### src/rtl/fma_share_pkg.sv
// Shared types and constants for the shared-FMA issue/return controller.
// Tags are carried internally at TAG_MAX_W bits so one set of struct types
// serves every legal TAG_W; the top zero-extends on entry and truncates on exit.
package fma_share_pkg;

  localparam int FN_REC_W  = 33;
  localparam int EXC_W     = 5;
  localparam int TAG_MAX_W = 16;

  typedef struct packed {
    logic [FN_REC_W-1:0]  data;
    logic [EXC_W-1:0]     exc;
    logic [TAG_MAX_W-1:0] tag;
  } fma_resp_t;

  typedef struct packed {
    logic                 valid;
    logic                 sel;
    logic [TAG_MAX_W-1:0] tag;
  } fma_shadow_t;

endpackage

### src/rtl/fma_share_ctrl_if.sv
// Bundle of requester, pipeline and response signals around fma_share_ctrl.
// The controller takes the slave side; the environment takes the master side.
interface fma_share_ctrl_if #(
  parameter int TAG_W = 5
);
  import fma_share_pkg::*;

  logic                req0_valid, req1_valid;
  logic                req0_ready, req1_ready;
  logic [TAG_W-1:0]    req0_tag, req1_tag;
  logic [2:0]          req0_rm, req1_rm;
  logic [1:0]          req0_op, req1_op;

  logic                fu_in_valid;
  logic                fu_in_sel;
  logic [2:0]          fu_in_rm;
  logic [1:0]          fu_in_op;
  logic                fu_out_valid;
  logic [FN_REC_W-1:0] fu_out_data;
  logic [EXC_W-1:0]    fu_out_exc;

  logic                resp0_valid, resp1_valid;
  logic                resp0_ready, resp1_ready;
  logic [FN_REC_W-1:0] resp0_data, resp1_data;
  logic [EXC_W-1:0]    resp0_exc, resp1_exc;
  logic [TAG_W-1:0]    resp0_tag, resp1_tag;

  logic                err;

  modport master (
    output req0_valid, req1_valid, req0_tag, req1_tag, req0_rm, req1_rm, req0_op, req1_op,
    input  req0_ready, req1_ready,
    input  fu_in_valid, fu_in_sel, fu_in_rm, fu_in_op,
    output fu_out_valid, fu_out_data, fu_out_exc,
    input  resp0_valid, resp1_valid, resp0_data, resp1_data, resp0_exc, resp1_exc,
    input  resp0_tag, resp1_tag,
    output resp0_ready, resp1_ready,
    input  err
  );

  modport slave (
    input  req0_valid, req1_valid, req0_tag, req1_tag, req0_rm, req1_rm, req0_op, req1_op,
    output req0_ready, req1_ready,
    output fu_in_valid, fu_in_sel, fu_in_rm, fu_in_op,
    input  fu_out_valid, fu_out_data, fu_out_exc,
    output resp0_valid, resp1_valid, resp0_data, resp1_data, resp0_exc, resp1_exc,
    output resp0_tag, resp1_tag,
    input  resp0_ready, resp1_ready,
    output err
  );

endinterface

### src/rtl/fma_share_resp_fifo.sv
// Per-requester response FIFO: DEPTH entries of fma_resp_t, show-ahead head.
// A push and a pop in the same cycle are both honoured, even when full,
// because the pop frees the slot that the push writes.
module fma_share_resp_fifo
  import fma_share_pkg::*;
#(
  parameter int DEPTH = 2
) (
  input  logic      clock,
  input  logic      reset,
  input  logic      push_i,
  input  fma_resp_t push_data_i,
  input  logic      pop_i,
  output logic      valid_o,
  output fma_resp_t head_o
);

  localparam int PTR_W = (DEPTH > 1) ? $clog2(DEPTH) : 1;
  localparam int CNT_W = $clog2(DEPTH + 1);

  fma_resp_t        mem_q [DEPTH];
  logic [PTR_W-1:0] wr_ptr_q, rd_ptr_q;
  logic [CNT_W-1:0] count_q;

  function automatic logic [PTR_W-1:0] ptr_inc(input logic [PTR_W-1:0] p);
    return (p == PTR_W'(DEPTH - 1)) ? '0 : p + 1'b1;
  endfunction

  // Pointer and occupancy bookkeeping.
  always_ff @(posedge clock or posedge reset) begin
    if (reset) begin
      wr_ptr_q <= '0;
      rd_ptr_q <= '0;
      count_q  <= '0;
    end else begin
      if (push_i) wr_ptr_q <= ptr_inc(wr_ptr_q);
      if (pop_i)  rd_ptr_q <= ptr_inc(rd_ptr_q);
      count_q <= count_q + CNT_W'(push_i) - CNT_W'(pop_i);
    end
  end

  // Storage array; contents need no reset since occupancy gates visibility.
  always_ff @(posedge clock) begin
    if (push_i) mem_q[wr_ptr_q] <= push_data_i;
  end

  assign valid_o = (count_q != '0);
  assign head_o  = mem_q[rd_ptr_q];

  // Credits upstream make a push into a full FIFO without a pop unreachable.
  assert property (@(posedge clock) disable iff (reset)
                   !(push_i && !pop_i && (count_q == CNT_W'(DEPTH))));

endmodule

### src/rtl/fma_share_ctrl.sv
// Shares one fixed-latency FMA pipeline between two requesters: round-robin
// issue, shadow pipe tracking owner/tag, per-requester response FIFOs guarded
// by credits. Optional perf counters are built when FMA_SHARE_PERF_EN is set.
module fma_share_ctrl
  import fma_share_pkg::*;
#(
  parameter int LATENCY    = 4,
  parameter int RESP_DEPTH = 2,
  parameter int TAG_W      = 5
) (
  input  logic             clock,
  input  logic             reset,
  fma_share_ctrl_if.slave  bus
`ifdef FMA_SHARE_PERF_EN
  ,
  output logic [15:0]      conflict_cnt,
  output logic [15:0]      stall_cnt
`endif
);

  localparam int CRED_W = $clog2(RESP_DEPTH + 1);

  logic             req_valid  [2];
  logic [TAG_W-1:0] req_tag    [2];
  logic             resp_ready [2];
  logic             eligible   [2];
  logic             resp_valid [2];
  fma_resp_t        resp_head  [2];
  logic [CRED_W-1:0] credit    [2];

  logic [1:0]  grant;
  logic        prio_q, prio_d;
  fma_shadow_t shadow_q [LATENCY];
  fma_shadow_t shadow_in, tail;
  fma_resp_t   push_data;
  logic        err_q;

  assign req_valid[0]  = bus.req0_valid;
  assign req_valid[1]  = bus.req1_valid;
  assign req_tag[0]    = bus.req0_tag;
  assign req_tag[1]    = bus.req1_tag;
  assign resp_ready[0] = bus.resp0_ready;
  assign resp_ready[1] = bus.resp1_ready;

  // Round-robin grant; the pointer always moves to the requester not granted.
  always_comb begin
    grant  = 2'b00;
    prio_d = prio_q;
    if (eligible[0] && eligible[1]) begin
      grant[prio_q] = 1'b1;
      prio_d        = ~prio_q;
    end else if (eligible[0]) begin
      grant[0] = 1'b1;
      prio_d   = 1'b1;
    end else if (eligible[1]) begin
      grant[1] = 1'b1;
      prio_d   = 1'b0;
    end
  end

  // Round-robin pointer register.
  always_ff @(posedge clock or posedge reset) begin
    if (reset) prio_q <= 1'b0;
    else       prio_q <= prio_d;
  end

  assign shadow_in.valid = |grant;
  assign shadow_in.sel   = grant[1];
  assign shadow_in.tag   = grant[1] ? TAG_MAX_W'(req_tag[1]) :
                           grant[0] ? TAG_MAX_W'(req_tag[0]) : '0;

  // Shadow of the pipeline: advances every cycle, the FMA never stalls.
  always_ff @(posedge clock or posedge reset) begin
    if (reset) begin
      for (int i = 0; i < LATENCY; i++) shadow_q[i] <= '0;
    end else begin
      shadow_q[0] <= shadow_in;
      for (int i = 1; i < LATENCY; i++) shadow_q[i] <= shadow_q[i-1];
    end
  end

  assign tail           = shadow_q[LATENCY-1];
  assign push_data.data = bus.fu_out_data;
  assign push_data.exc  = bus.fu_out_exc;
  assign push_data.tag  = tail.tag;

  // Sticky flag for a result strobe that disagrees with the shadow pipe.
  always_ff @(posedge clock or posedge reset) begin
    if (reset) err_q <= 1'b0;
    else if (bus.fu_out_valid != tail.valid) err_q <= 1'b1;
  end

  for (genvar gi = 0; gi < 2; gi++) begin : gen_req
    logic [CRED_W-1:0] credit_q, credit_d;
    logic              pop, push, fifo_valid;
    fma_resp_t         fifo_head;

    assign pop          = fifo_valid && resp_ready[gi];
    assign push         = tail.valid && (tail.sel == 1'(gi));
    assign eligible[gi] = !reset && req_valid[gi] && (credit_q != '0);

    // Credit count: one per free response slot not yet claimed by an issue.
    always_comb begin
      credit_d = credit_q;
      if (grant[gi] && !pop)      credit_d = credit_q - 1'b1;
      else if (!grant[gi] && pop) credit_d = credit_q + 1'b1;
    end

    // Credit register, full at reset.
    always_ff @(posedge clock or posedge reset) begin
      if (reset) credit_q <= CRED_W'(RESP_DEPTH);
      else       credit_q <= credit_d;
    end

    fma_share_resp_fifo #(.DEPTH(RESP_DEPTH)) u_fifo (
      .clock       (clock),
      .reset       (reset),
      .push_i      (push),
      .push_data_i (push_data),
      .pop_i       (pop),
      .valid_o     (fifo_valid),
      .head_o      (fifo_head)
    );

    assign resp_valid[gi] = fifo_valid;
    assign resp_head[gi]  = fifo_head;
    assign credit[gi]     = credit_q;
  end

  assign bus.req0_ready  = grant[0];
  assign bus.req1_ready  = grant[1];
  assign bus.fu_in_valid = |grant;
  assign bus.fu_in_sel   = grant[1];
  assign bus.fu_in_rm    = grant[1] ? bus.req1_rm : grant[0] ? bus.req0_rm : 3'd0;
  assign bus.fu_in_op    = grant[1] ? bus.req1_op : grant[0] ? bus.req0_op : 2'd0;

  assign bus.resp0_valid = resp_valid[0];
  assign bus.resp0_data  = resp_head[0].data;
  assign bus.resp0_exc   = resp_head[0].exc;
  assign bus.resp0_tag   = TAG_W'(resp_head[0].tag);
  assign bus.resp1_valid = resp_valid[1];
  assign bus.resp1_data  = resp_head[1].data;
  assign bus.resp1_exc   = resp_head[1].exc;
  assign bus.resp1_tag   = TAG_W'(resp_head[1].tag);
  assign bus.err         = err_q;

`ifdef FMA_SHARE_PERF_EN
  logic [15:0] conflict_cnt_q, stall_cnt_q;

  // Saturating counters of contention and credit starvation.
  always_ff @(posedge clock or posedge reset) begin
    if (reset) begin
      conflict_cnt_q <= '0;
      stall_cnt_q    <= '0;
    end else begin
      if (req_valid[0] && req_valid[1] && conflict_cnt_q != 16'hFFFF)
        conflict_cnt_q <= conflict_cnt_q + 16'd1;
      if (((req_valid[0] && credit[0] == '0) || (req_valid[1] && credit[1] == '0)) &&
          stall_cnt_q != 16'hFFFF)
        stall_cnt_q <= stall_cnt_q + 16'd1;
    end
  end

  assign conflict_cnt = conflict_cnt_q;
  assign stall_cnt    = stall_cnt_q;
`endif

endmodule

### src/flat_wrapper.sv
// flat-port wrapper written by rule: the top's interface ports become plain ports
module fma_share_ctrl_flat import fma_share_pkg::*;
#(
  parameter int LATENCY    = 4,
  parameter int RESP_DEPTH = 2,
  parameter int TAG_W      = 5
)
  (clock, reset, bus_req0_valid, bus_req1_valid, bus_req0_tag, bus_req1_tag, bus_req0_rm, bus_req1_rm, bus_req0_op, bus_req1_op, bus_req0_ready, bus_req1_ready, bus_fu_in_valid, bus_fu_in_sel, bus_fu_in_rm, bus_fu_in_op, bus_fu_out_valid, bus_fu_out_data, bus_fu_out_exc, bus_resp0_valid, bus_resp1_valid, bus_resp0_data, bus_resp1_data, bus_resp0_exc, bus_resp1_exc, bus_resp0_tag, bus_resp1_tag, bus_resp0_ready, bus_resp1_ready, bus_err);
  fma_share_ctrl_if #(.TAG_W(TAG_W)) bus_i ();
  input  logic clock;
  input  logic reset;
  input wire logic [$bits(bus_i.req0_valid)-1:0] bus_req0_valid;
  input wire logic [$bits(bus_i.req1_valid)-1:0] bus_req1_valid;
  input wire logic [$bits(bus_i.req0_tag)-1:0] bus_req0_tag;
  input wire logic [$bits(bus_i.req1_tag)-1:0] bus_req1_tag;
  input wire logic [$bits(bus_i.req0_rm)-1:0] bus_req0_rm;
  input wire logic [$bits(bus_i.req1_rm)-1:0] bus_req1_rm;
  input wire logic [$bits(bus_i.req0_op)-1:0] bus_req0_op;
  input wire logic [$bits(bus_i.req1_op)-1:0] bus_req1_op;
  output wire logic [$bits(bus_i.req0_ready)-1:0] bus_req0_ready;
  output wire logic [$bits(bus_i.req1_ready)-1:0] bus_req1_ready;
  output wire logic [$bits(bus_i.fu_in_valid)-1:0] bus_fu_in_valid;
  output wire logic [$bits(bus_i.fu_in_sel)-1:0] bus_fu_in_sel;
  output wire logic [$bits(bus_i.fu_in_rm)-1:0] bus_fu_in_rm;
  output wire logic [$bits(bus_i.fu_in_op)-1:0] bus_fu_in_op;
  input wire logic [$bits(bus_i.fu_out_valid)-1:0] bus_fu_out_valid;
  input wire logic [$bits(bus_i.fu_out_data)-1:0] bus_fu_out_data;
  input wire logic [$bits(bus_i.fu_out_exc)-1:0] bus_fu_out_exc;
  output wire logic [$bits(bus_i.resp0_valid)-1:0] bus_resp0_valid;
  output wire logic [$bits(bus_i.resp1_valid)-1:0] bus_resp1_valid;
  output wire logic [$bits(bus_i.resp0_data)-1:0] bus_resp0_data;
  output wire logic [$bits(bus_i.resp1_data)-1:0] bus_resp1_data;
  output wire logic [$bits(bus_i.resp0_exc)-1:0] bus_resp0_exc;
  output wire logic [$bits(bus_i.resp1_exc)-1:0] bus_resp1_exc;
  output wire logic [$bits(bus_i.resp0_tag)-1:0] bus_resp0_tag;
  output wire logic [$bits(bus_i.resp1_tag)-1:0] bus_resp1_tag;
  input wire logic [$bits(bus_i.resp0_ready)-1:0] bus_resp0_ready;
  input wire logic [$bits(bus_i.resp1_ready)-1:0] bus_resp1_ready;
  output wire logic [$bits(bus_i.err)-1:0] bus_err;
  assign bus_i.req0_valid = bus_req0_valid;
  assign bus_i.req1_valid = bus_req1_valid;
  assign bus_i.req0_tag = bus_req0_tag;
  assign bus_i.req1_tag = bus_req1_tag;
  assign bus_i.req0_rm = bus_req0_rm;
  assign bus_i.req1_rm = bus_req1_rm;
  assign bus_i.req0_op = bus_req0_op;
  assign bus_i.req1_op = bus_req1_op;
  assign bus_req0_ready = bus_i.req0_ready;
  assign bus_req1_ready = bus_i.req1_ready;
  assign bus_fu_in_valid = bus_i.fu_in_valid;
  assign bus_fu_in_sel = bus_i.fu_in_sel;
  assign bus_fu_in_rm = bus_i.fu_in_rm;
  assign bus_fu_in_op = bus_i.fu_in_op;
  assign bus_i.fu_out_valid = bus_fu_out_valid;
  assign bus_i.fu_out_data = bus_fu_out_data;
  assign bus_i.fu_out_exc = bus_fu_out_exc;
  assign bus_resp0_valid = bus_i.resp0_valid;
  assign bus_resp1_valid = bus_i.resp1_valid;
  assign bus_resp0_data = bus_i.resp0_data;
  assign bus_resp1_data = bus_i.resp1_data;
  assign bus_resp0_exc = bus_i.resp0_exc;
  assign bus_resp1_exc = bus_i.resp1_exc;
  assign bus_resp0_tag = bus_i.resp0_tag;
  assign bus_resp1_tag = bus_i.resp1_tag;
  assign bus_i.resp0_ready = bus_resp0_ready;
  assign bus_i.resp1_ready = bus_resp1_ready;
  assign bus_err = bus_i.err;
  fma_share_ctrl #(.LATENCY(LATENCY), .RESP_DEPTH(RESP_DEPTH), .TAG_W(TAG_W)) u_core (.clock(clock), .reset(reset), .bus(bus_i));
endmodule
### config.mk
export PLATFORM = sky130hd
export DESIGN_NAME = fma_share_ctrl_flat
export DESIGN_NICKNAME = d
export VERILOG_FILES = /design/src/rtl/fma_share_pkg.sv /design/src/rtl/fma_share_ctrl_if.sv /design/src/rtl/fma_share_resp_fifo.sv /design/src/rtl/fma_share_ctrl.sv /design/src/flat_wrapper.sv
export SDC_FILE = /design/constraint.sdc
export NUM_CORES = 1
export LEC_CHECK = 0
export ABC_AREA = 1
export CAP_MARGIN = 30
export CORE_UTILIZATION = 34
export CTS_CLUSTER_DIAMETER = 100
export DETAILED_ROUTE_END_ITERATION = 8
export GPL_ROUTABILITY_DRIVEN = 0
export PLACE_DENSITY = 0.64
export SYNTH_ARGS = -nofsm -noshare
export SYNTH_HDL_FRONTEND = slang
export SYNTH_SLANG_ARGS = --single-unit
### constraint.sdc
create_clock -name clock -period 4.45 [get_ports clock]
set_input_delay 0.445 -clock clock [delete_from_list [all_inputs] [get_ports clock]]
set_output_delay 0.445 -clock clock [all_outputs]
set_load 0.03 [all_outputs]
==> flow_summary.ini, run 1 <==
[synth]
synth_area_leaders = sky130_fd_sc_hd__edfxtp_1 65%, sky130_fd_sc_hd__nand2_1 13%, sky130_fd_sc_hd__dfrtp_1 13%
syn_avg_cell_area_um2 = 13.2
synth_fp_nets = 672
synth_sequential_area_ratio_pct = 78.6
synthDominantAreaCellType = sky130_fd_sc_hd__edfxtp_1
synthesis.yosys.warnings = 0
synth.top_cell.area_share_pct = 65.3
synth_top_flop_cell = sky130_fd_sc_hd__edfxtp_1
post_synth_most_frequent_cells = 282 x sky130_fd_sc_hd__nand2_1, 172 x sky130_fd_sc_hd__edfxtp_1, 40 x sky130_fd_sc_hd__dfrtp_1
ys_ff_latch = 214
synth-async-reset-ratio_pct = 19.6
synth_most_common_cell = sky130_fd_sc_hd__nand2_1
netlist_area_before_placement_mm2 = 0.00791
synth-edff-count = 172
syn_inst = 601
yosys.cell_types.count = 21

[floorplanning]
ioPinCount = 163
dieHeight_um = 155
core-area_mm2 = 0.0227
placement_rows = 55
floorplan.die_area_mm2 = 0.0239
die_w_um = 155
floorplan.initialDensity_pct = 34.8

[layout]
final_cell_count_no_fill = 1069
syn2layout_area_growth_pct = 33.8
layout.nets = 840
finalInstanceArea_mm2 = 0.0106
antenna-diode-count = 0
final_core_occ_pct = 46.6
final_layout_size_suffix_gt1_share_pct = 6.63

[route]
wire_per_inst_um = 15.0
detailedRoute.firstPassIterationCount = 4
initialDrtViolationCount = 272
vias = 4720
routed_vias_inst = 4.42
post-route-drc-count = 0
final_antenna_net_count = 0
drt-total-wl_um = 16000

[clock_tree]
cts_inserted_buffers = 23
clock_tree.root_cell = sky130_fd_sc_hd__clkbuf_16
post_cts.resized_instances = 0
clock_insertion_delay_worst_skew_ps = 490
clk_pin_slew_ps = 60
clock_tree.buffer_depth = 3
clock_sink_count = 214
post-cts-setup-buffer-count = 0
tritoncts = built
postCtsHoldBufs = 0
h_tree_level_count = 1

[power]
p_int_mw = 4.72
power.ir.vdd_worst_mv = 0.396
comb_power_share_pct = 35.4
cellLeakagePower_nw = 4.24
p_sw_share_pct = 35.3
power_frac_seq_pct = 37.9
power.total_mw = 7.29
p_switching_mw = 2.58
powerDensity_mw_per_mm2 = 689
clock_power_share_pct = 26.7

[worst_setup_path]
critical_path.reg2reg.endpoint = u_core.gen_req[0].u_fifo.mem_q[0][35]$_DFFE_PP_
data_arrival_time_of_the_critical_path_ps = 3070
cp_max_fo = 44
startpoint = u_core.gen_req[0].u_fifo.rd_ptr_q$_DFFE_PP0P_
r2r_setup_slack_ps = 2270
cp-start-kind = flop
required_ps = 4010
path_class = flop to output port
timing.rr.start = u_core.shadow_q[17]$_DFF_PP0_
cell_count_of_the_worst_reg_to_reg_path = 4
critPathCaptureType = output port

[min_path]
worst_hold_path_type = input port to async pin

[placement]
dp_hpwl_um = 9950
placed_area_mm2 = 0.00980
dpl_worst_slack_ps = 1390
placed_cells = 1029
port_buffers = 162

[run_status]
outcome = completed

[global_routing]
grt_antenna_before_repair = 1
grt_first_pass_wirelength_um = 25300
groute.usage.overall_pct = 13.7
grt.overflow.total = 0
first_global_vias = 4739
grt_start_max_net_pins = 45

[sta]
whs_ps = 285
hold_viol_final = 0
worst_slew_pin_slew_ps = 957
clock.fmax_ghz = 0.284
maxSlewViolCount = 0
setup_tns_final_ps = 0
setup_viol = 0
timing.slew.headroom_pct = 36.2
rsz0062_at_grt = no
clock-skew-final_ps = 11.8
final_min_period_over_clock_period_pct = 79.1
fin_crit_ps = 3520
final_critical_path_setup_slack_ps = 931

[job]
max-cap-violations = 0
layout make-up:
cell class	count	area, um2
inverter	23	86.3
sequential	214	6220
timing repair buffer	167	1660
clock inverter	15	198
fill	2041	12100
tap	285	357
multi-input combinational	340	1480
clock buffer	25	583
power by group through the flow:
stage / sequential [mW] / clock (mW) / combinational (mW)
6_report: 2.77 / 1.94 / 2.58
2_1_floorplan: 2.65 / 0 / 1.69
3_3_place_gp: 2.80 / 0 / 2.61
3_5_place_dp: 2.81 / 0 / 2.63
4_1_cts: 2.77 / 2.00 / 2.63
5_1_grt: 2.81 / 2.09 / 2.78
placed cells by master, fill, tap and decap left out, types with 2 or more instances in the layout:
| cell type | n |
|---|---|
| sky130_fd_sc_hd__edfxtp_1 | 172 |
| sky130_fd_sc_hd__or2_1 | 3 |
| sky130_fd_sc_hd__clkbuf_1 | 2 |
| sky130_fd_sc_hd__nor2_1 | 4 |
| sky130_fd_sc_hd__dfrtp_2 | 2 |
| sky130_fd_sc_hd__nor2_4 | 5 |
| sky130_fd_sc_hd__buf_4 | 5 |
| sky130_fd_sc_hd__clkinv_2 | 4 |
| sky130_fd_sc_hd__dfstp_2 | 2 |
| sky130_fd_sc_hd__inv_1 | 20 |
| sky130_fd_sc_hd__clkdlybuf4s50_1 | 162 |
| sky130_fd_sc_hd__nand2_1 | 282 |
| sky130_fd_sc_hd__dfrtp_1 | 38 |
| sky130_fd_sc_hd__clkbuf_16 | 23 |
| sky130_fd_sc_hd__nand3_1 | 23 |
| sky130_fd_sc_hd__inv_2 | 3 |
| sky130_fd_sc_hd__xor2_1 | 6 |
| sky130_fd_sc_hd__ha_1 | 6 |
| sky130_fd_sc_hd__bufinv_16 | 5 |
| sky130_fd_sc_hd__clkinv_1 | 5 |
| sky130_fd_sc_hd__xnor2_1 | 6 |
metal layers:
layer | up-vias | wire, um | track usage (%)
met5 | - | 17 | 0
met4 | 2 | 224 | 3.21
met3 | 23 | 1130 | 3.75
met2 | 133 | 8070 | 24.3
met1 | 2234 | 6600 | 16.4
li1 | 2328 | - | -
sequential cells by signal (all words and copies together), names as in the netlist:
signal	flops
u_core.prio_q	1
u_core.gen_req.u_fifo.rd_ptr_q	2
u_core.gen_req.u_fifo.wr_ptr_q	2
u_core.gen_req.u_fifo.mem_q	172
u_core.bus.err	1
u_core.push_data	5
u_core.gen_req.credit_q	4
u_core.gen_req.u_fifo.count_q	4
u_core.shadow_q	23
critical path: stages (launching register included):
cell                              delay, ps
sky130_fd_sc_hd__dfrtp_2                760
sky130_fd_sc_hd__inv_2                  840
sky130_fd_sc_hd__nand2_1                150
sky130_fd_sc_hd__nand2_1                110
sky130_fd_sc_hd__clkdlybuf4s50_1        710
kinds of logic (layout without fill, tap and decap cells):
logic type | after synthesis | count (layout) | share of synthesized area [%]
xor gates and xnor gates | 12 | 12 | 1.33
AOI/OAI and AO/OA | 3 | 3 | 0.190
buffers and inverters | 47 | 230 | 3.09
and+or+nand+nor | 319 | 319 | 15.8
DFF | 214 | 214 | 78.6
adders and majority gates | 6 | 6 | 0.949
worst max path at each step:
stage | end | cells after the start | slack, ps
after floorplan | u_core.gen_req[0].u_fifo.mem_q[0][0]$_DFFE_PP_ | 3 | 1480
after global placement | bus_fu_in_valid | 7 | 1410
after detailed placement | bus_req0_ready | 7 | 1390
after CTS | bus_resp0_tag[1] | 4 | 830
after global routing | bus_resp0_tag[1] | 4 | 630
final | bus_resp0_tag[1] | 4 | 930
No activity file was read; power rests on OpenSTA's default activity.
==> inputs of run 2 (changes only) <==
==> constraint.sdc (replaced) <==
create_clock -name clock -period 3.5 [get_ports clock]
set_input_delay 0.35 -clock clock [delete_from_list [all_inputs] [get_ports clock]]
set_output_delay 0.35 -clock clock [all_outputs]
set_load 0.03 [all_outputs]
==> flow_summary.ini, run 2 (synthesis gave the netlist of run 1 again) <==
[run_status]
outcome = completed

[power]
p_switching_mw = 3.32
cellLeakagePower_nw = 4.24
power.total_mw = 9.11
power_frac_seq_pct = 37.1
p_sw_share_pct = 36.4
powerDensity_mw_per_mm2 = 862
clock_power_share_pct = 24.3
power.ir.vdd_worst_mv = 0.461
p_int_mw = 5.79
comb_power_share_pct = 38.6

[worst_setup_path]
crit_top_cell = sky130_fd_sc_hd__nand2_1
worst_path_dominant_cell_family = buffers and inverters
required_ps = 3150
crit_buf_inv = 3
data_arrival_time_of_the_critical_path_ps = 2460
crit_path_top_delay_cell = sky130_fd_sc_hd__clkdlybuf4s50_1
path_cells = inv_2, buf_12, nand2_1, nand2_1, clkdlybuf4s50_1
critPathCaptureType = output port
cp-start-kind = flop
path_class = flop to output port
cp_slowest_stage_delay_ps = 710
cp_max_fo = 31

[sta]
rsz0062_at_grt = no
hold_viol_final = 0
setup_tns_final_ps = 0
fin_crit_ps = 2810
worst_slew_pin_slew_ps = 744
setup_viol = 0
final_min_period_over_clock_period_pct = 80.2
clock-skew-final_ps = 7.38
clock.fmax_ghz = 0.356
maxSlewViolCount = 0
timing.slew.headroom_pct = 50.3

[global_routing]
first_global_vias = 4789
grt_antenna_before_repair = 1
grt.overflow.total = 0
groute.usage.overall_pct = 13.8
grt_start_max_net_pins = 44
grt_first_pass_wirelength_um = 25300

[floorplanning]
floorplan.initialDensity_pct = 34.8
floorplan.die_area_mm2 = 0.0239
dieHeight_um = 155
die_w_um = 155
core-area_mm2 = 0.0227
ioPinCount = 163
placement_rows = 55

[route]
vias = 4732
routed_vias_inst = 4.41
final_antenna_net_count = 0
wire_per_inst_um = 15.2
drt-total-wl_um = 16300
detailedRoute.firstPassIterationCount = 4
initialDrtViolationCount = 190
post-route-drc-count = 0

[layout]
final_layout_size_suffix_gt1_share_pct = 7.23
most_common_cell_after_layout_fill_and_taps_aside = sky130_fd_sc_hd__nand2_1
antenna-diode-count = 0
fill_cells = 2014
largest_reg_flops = 172
syn2layout_area_growth_pct = 33.6
seqCellArea_mm2 = 0.00622
area_of_the_multi_input_gates_mm2 = 0.00148
layout.nets = 844
largest-register = u_core.gen_req.u_fifo.mem_q
leading_cell_types_in_the_layout_fill_and_taps_excluded = 282 x sky130_fd_sc_hd__nand2_1, 172 x sky130_fd_sc_hd__edfxtp_1, 162 x sky130_fd_sc_hd__clkdlybuf4s50_1

[job]
max-cap-violations = 0

[clock_tree]
post_cts.resized_instances = 0
clock_tree.buffer_depth = 3
cts_inserted_buffers = 22
post-cts-setup-buffer-count = 0
postCtsHoldBufs = 0
clock_tree.root_cell = sky130_fd_sc_hd__clkbuf_16
clk_pin_slew_ps = 60
clock_insertion_delay_worst_skew_ps = 490
clock_sink_count = 214
h_tree_level_count = 1
tritoncts = built

[placement]
port_buffers = 162
dp_hpwl_um = 10100

[min_path]
worst_hold_path_type = flop to flop
## run 2: final cells by class
cell class,count,area share [%]
inverter,23,0.817
clock inverter,11,0.580
clock buffer,28,6.11
tap,285,3.37
multi-input combinational,340,14.0
timing repair buffer,172,16.3
sequential,214,58.9
## run 2: worst paths after layout
path / startpoint / end / slack (ps) / cells after the start
setup / recovery: u_core.gen_req[1].u_fifo.rd_ptr_q$_DFFE_PP0P_ / bus_resp1_tag[1] / 690 / 5
hold / removal: u_core.shadow_q[52]$_DFF_PP0_ / u_core.shadow_q[34]$_DFF_PP0_ / 340 / 0
setup reg to reg: u_core.shadow_q[17]$_DFF_PP0_ / u_core.gen_req[0].u_fifo.mem_q[0][30]$_DFFE_PP_ / 1490 / 4
hold reg to reg: u_core.shadow_q[52]$_DFF_PP0_ / u_core.shadow_q[34]$_DFF_PP0_ / 340 / 0
max in group asynchronous: reset / u_core.gen_req[1].u_fifo.rd_ptr_q$_DFFE_PP0P_ / 2720 / 3
min in group asynchronous: reset / u_core.gen_req[1].u_fifo.count_q[1]$_DFF_PP0_ / 400 / 3
## run 2: power groups by stage
stage | Clock, mW | Sequential (mW) | Combinational, mW
finish | 2.22 | 3.38 | 3.51
global route | 2.39 | 3.42 | 3.78
CTS | 2.28 | 3.38 | 3.59
detailed placement | 0 | 3.43 | 3.58
global placement | 0 | 3.41 | 3.54
floorplan | 0 | 3.36 | 2.15
## run 2: per-stage QoR
step                      cell area [um2]  hold WS, ps  setup slack (ps)  utilization [%]  cells
after detailed placement             9860          335               926             43.4   1034
after global routing                10600          354               546             46.5   1073
after CTS                           10600          344               633             46.5   1073
final                               10600          342               695             46.5   1073
after floorplan                      7910          331               534                -    601
after global placement               9860          332               975             43.4   1034
## run 2: layer usage
metal  vias to the layer above  GRT usage (%)  routed length, um
met2                       126           24.5               8120
met3                        21           3.64               1050
met5                         -              0                 17
met1                      2250           16.5               6890
li1                       2333              -                  -
met4                         2           3.63                238
## run 2: worst register-to-register path, stage by stage (launching register included)
cell	delay (ps)
sky130_fd_sc_hd__dfrtp_1	340
sky130_fd_sc_hd__inv_1	60
sky130_fd_sc_hd__or2_1	310
sky130_fd_sc_hd__nor2_4	610
sky130_fd_sc_hd__buf_4	380
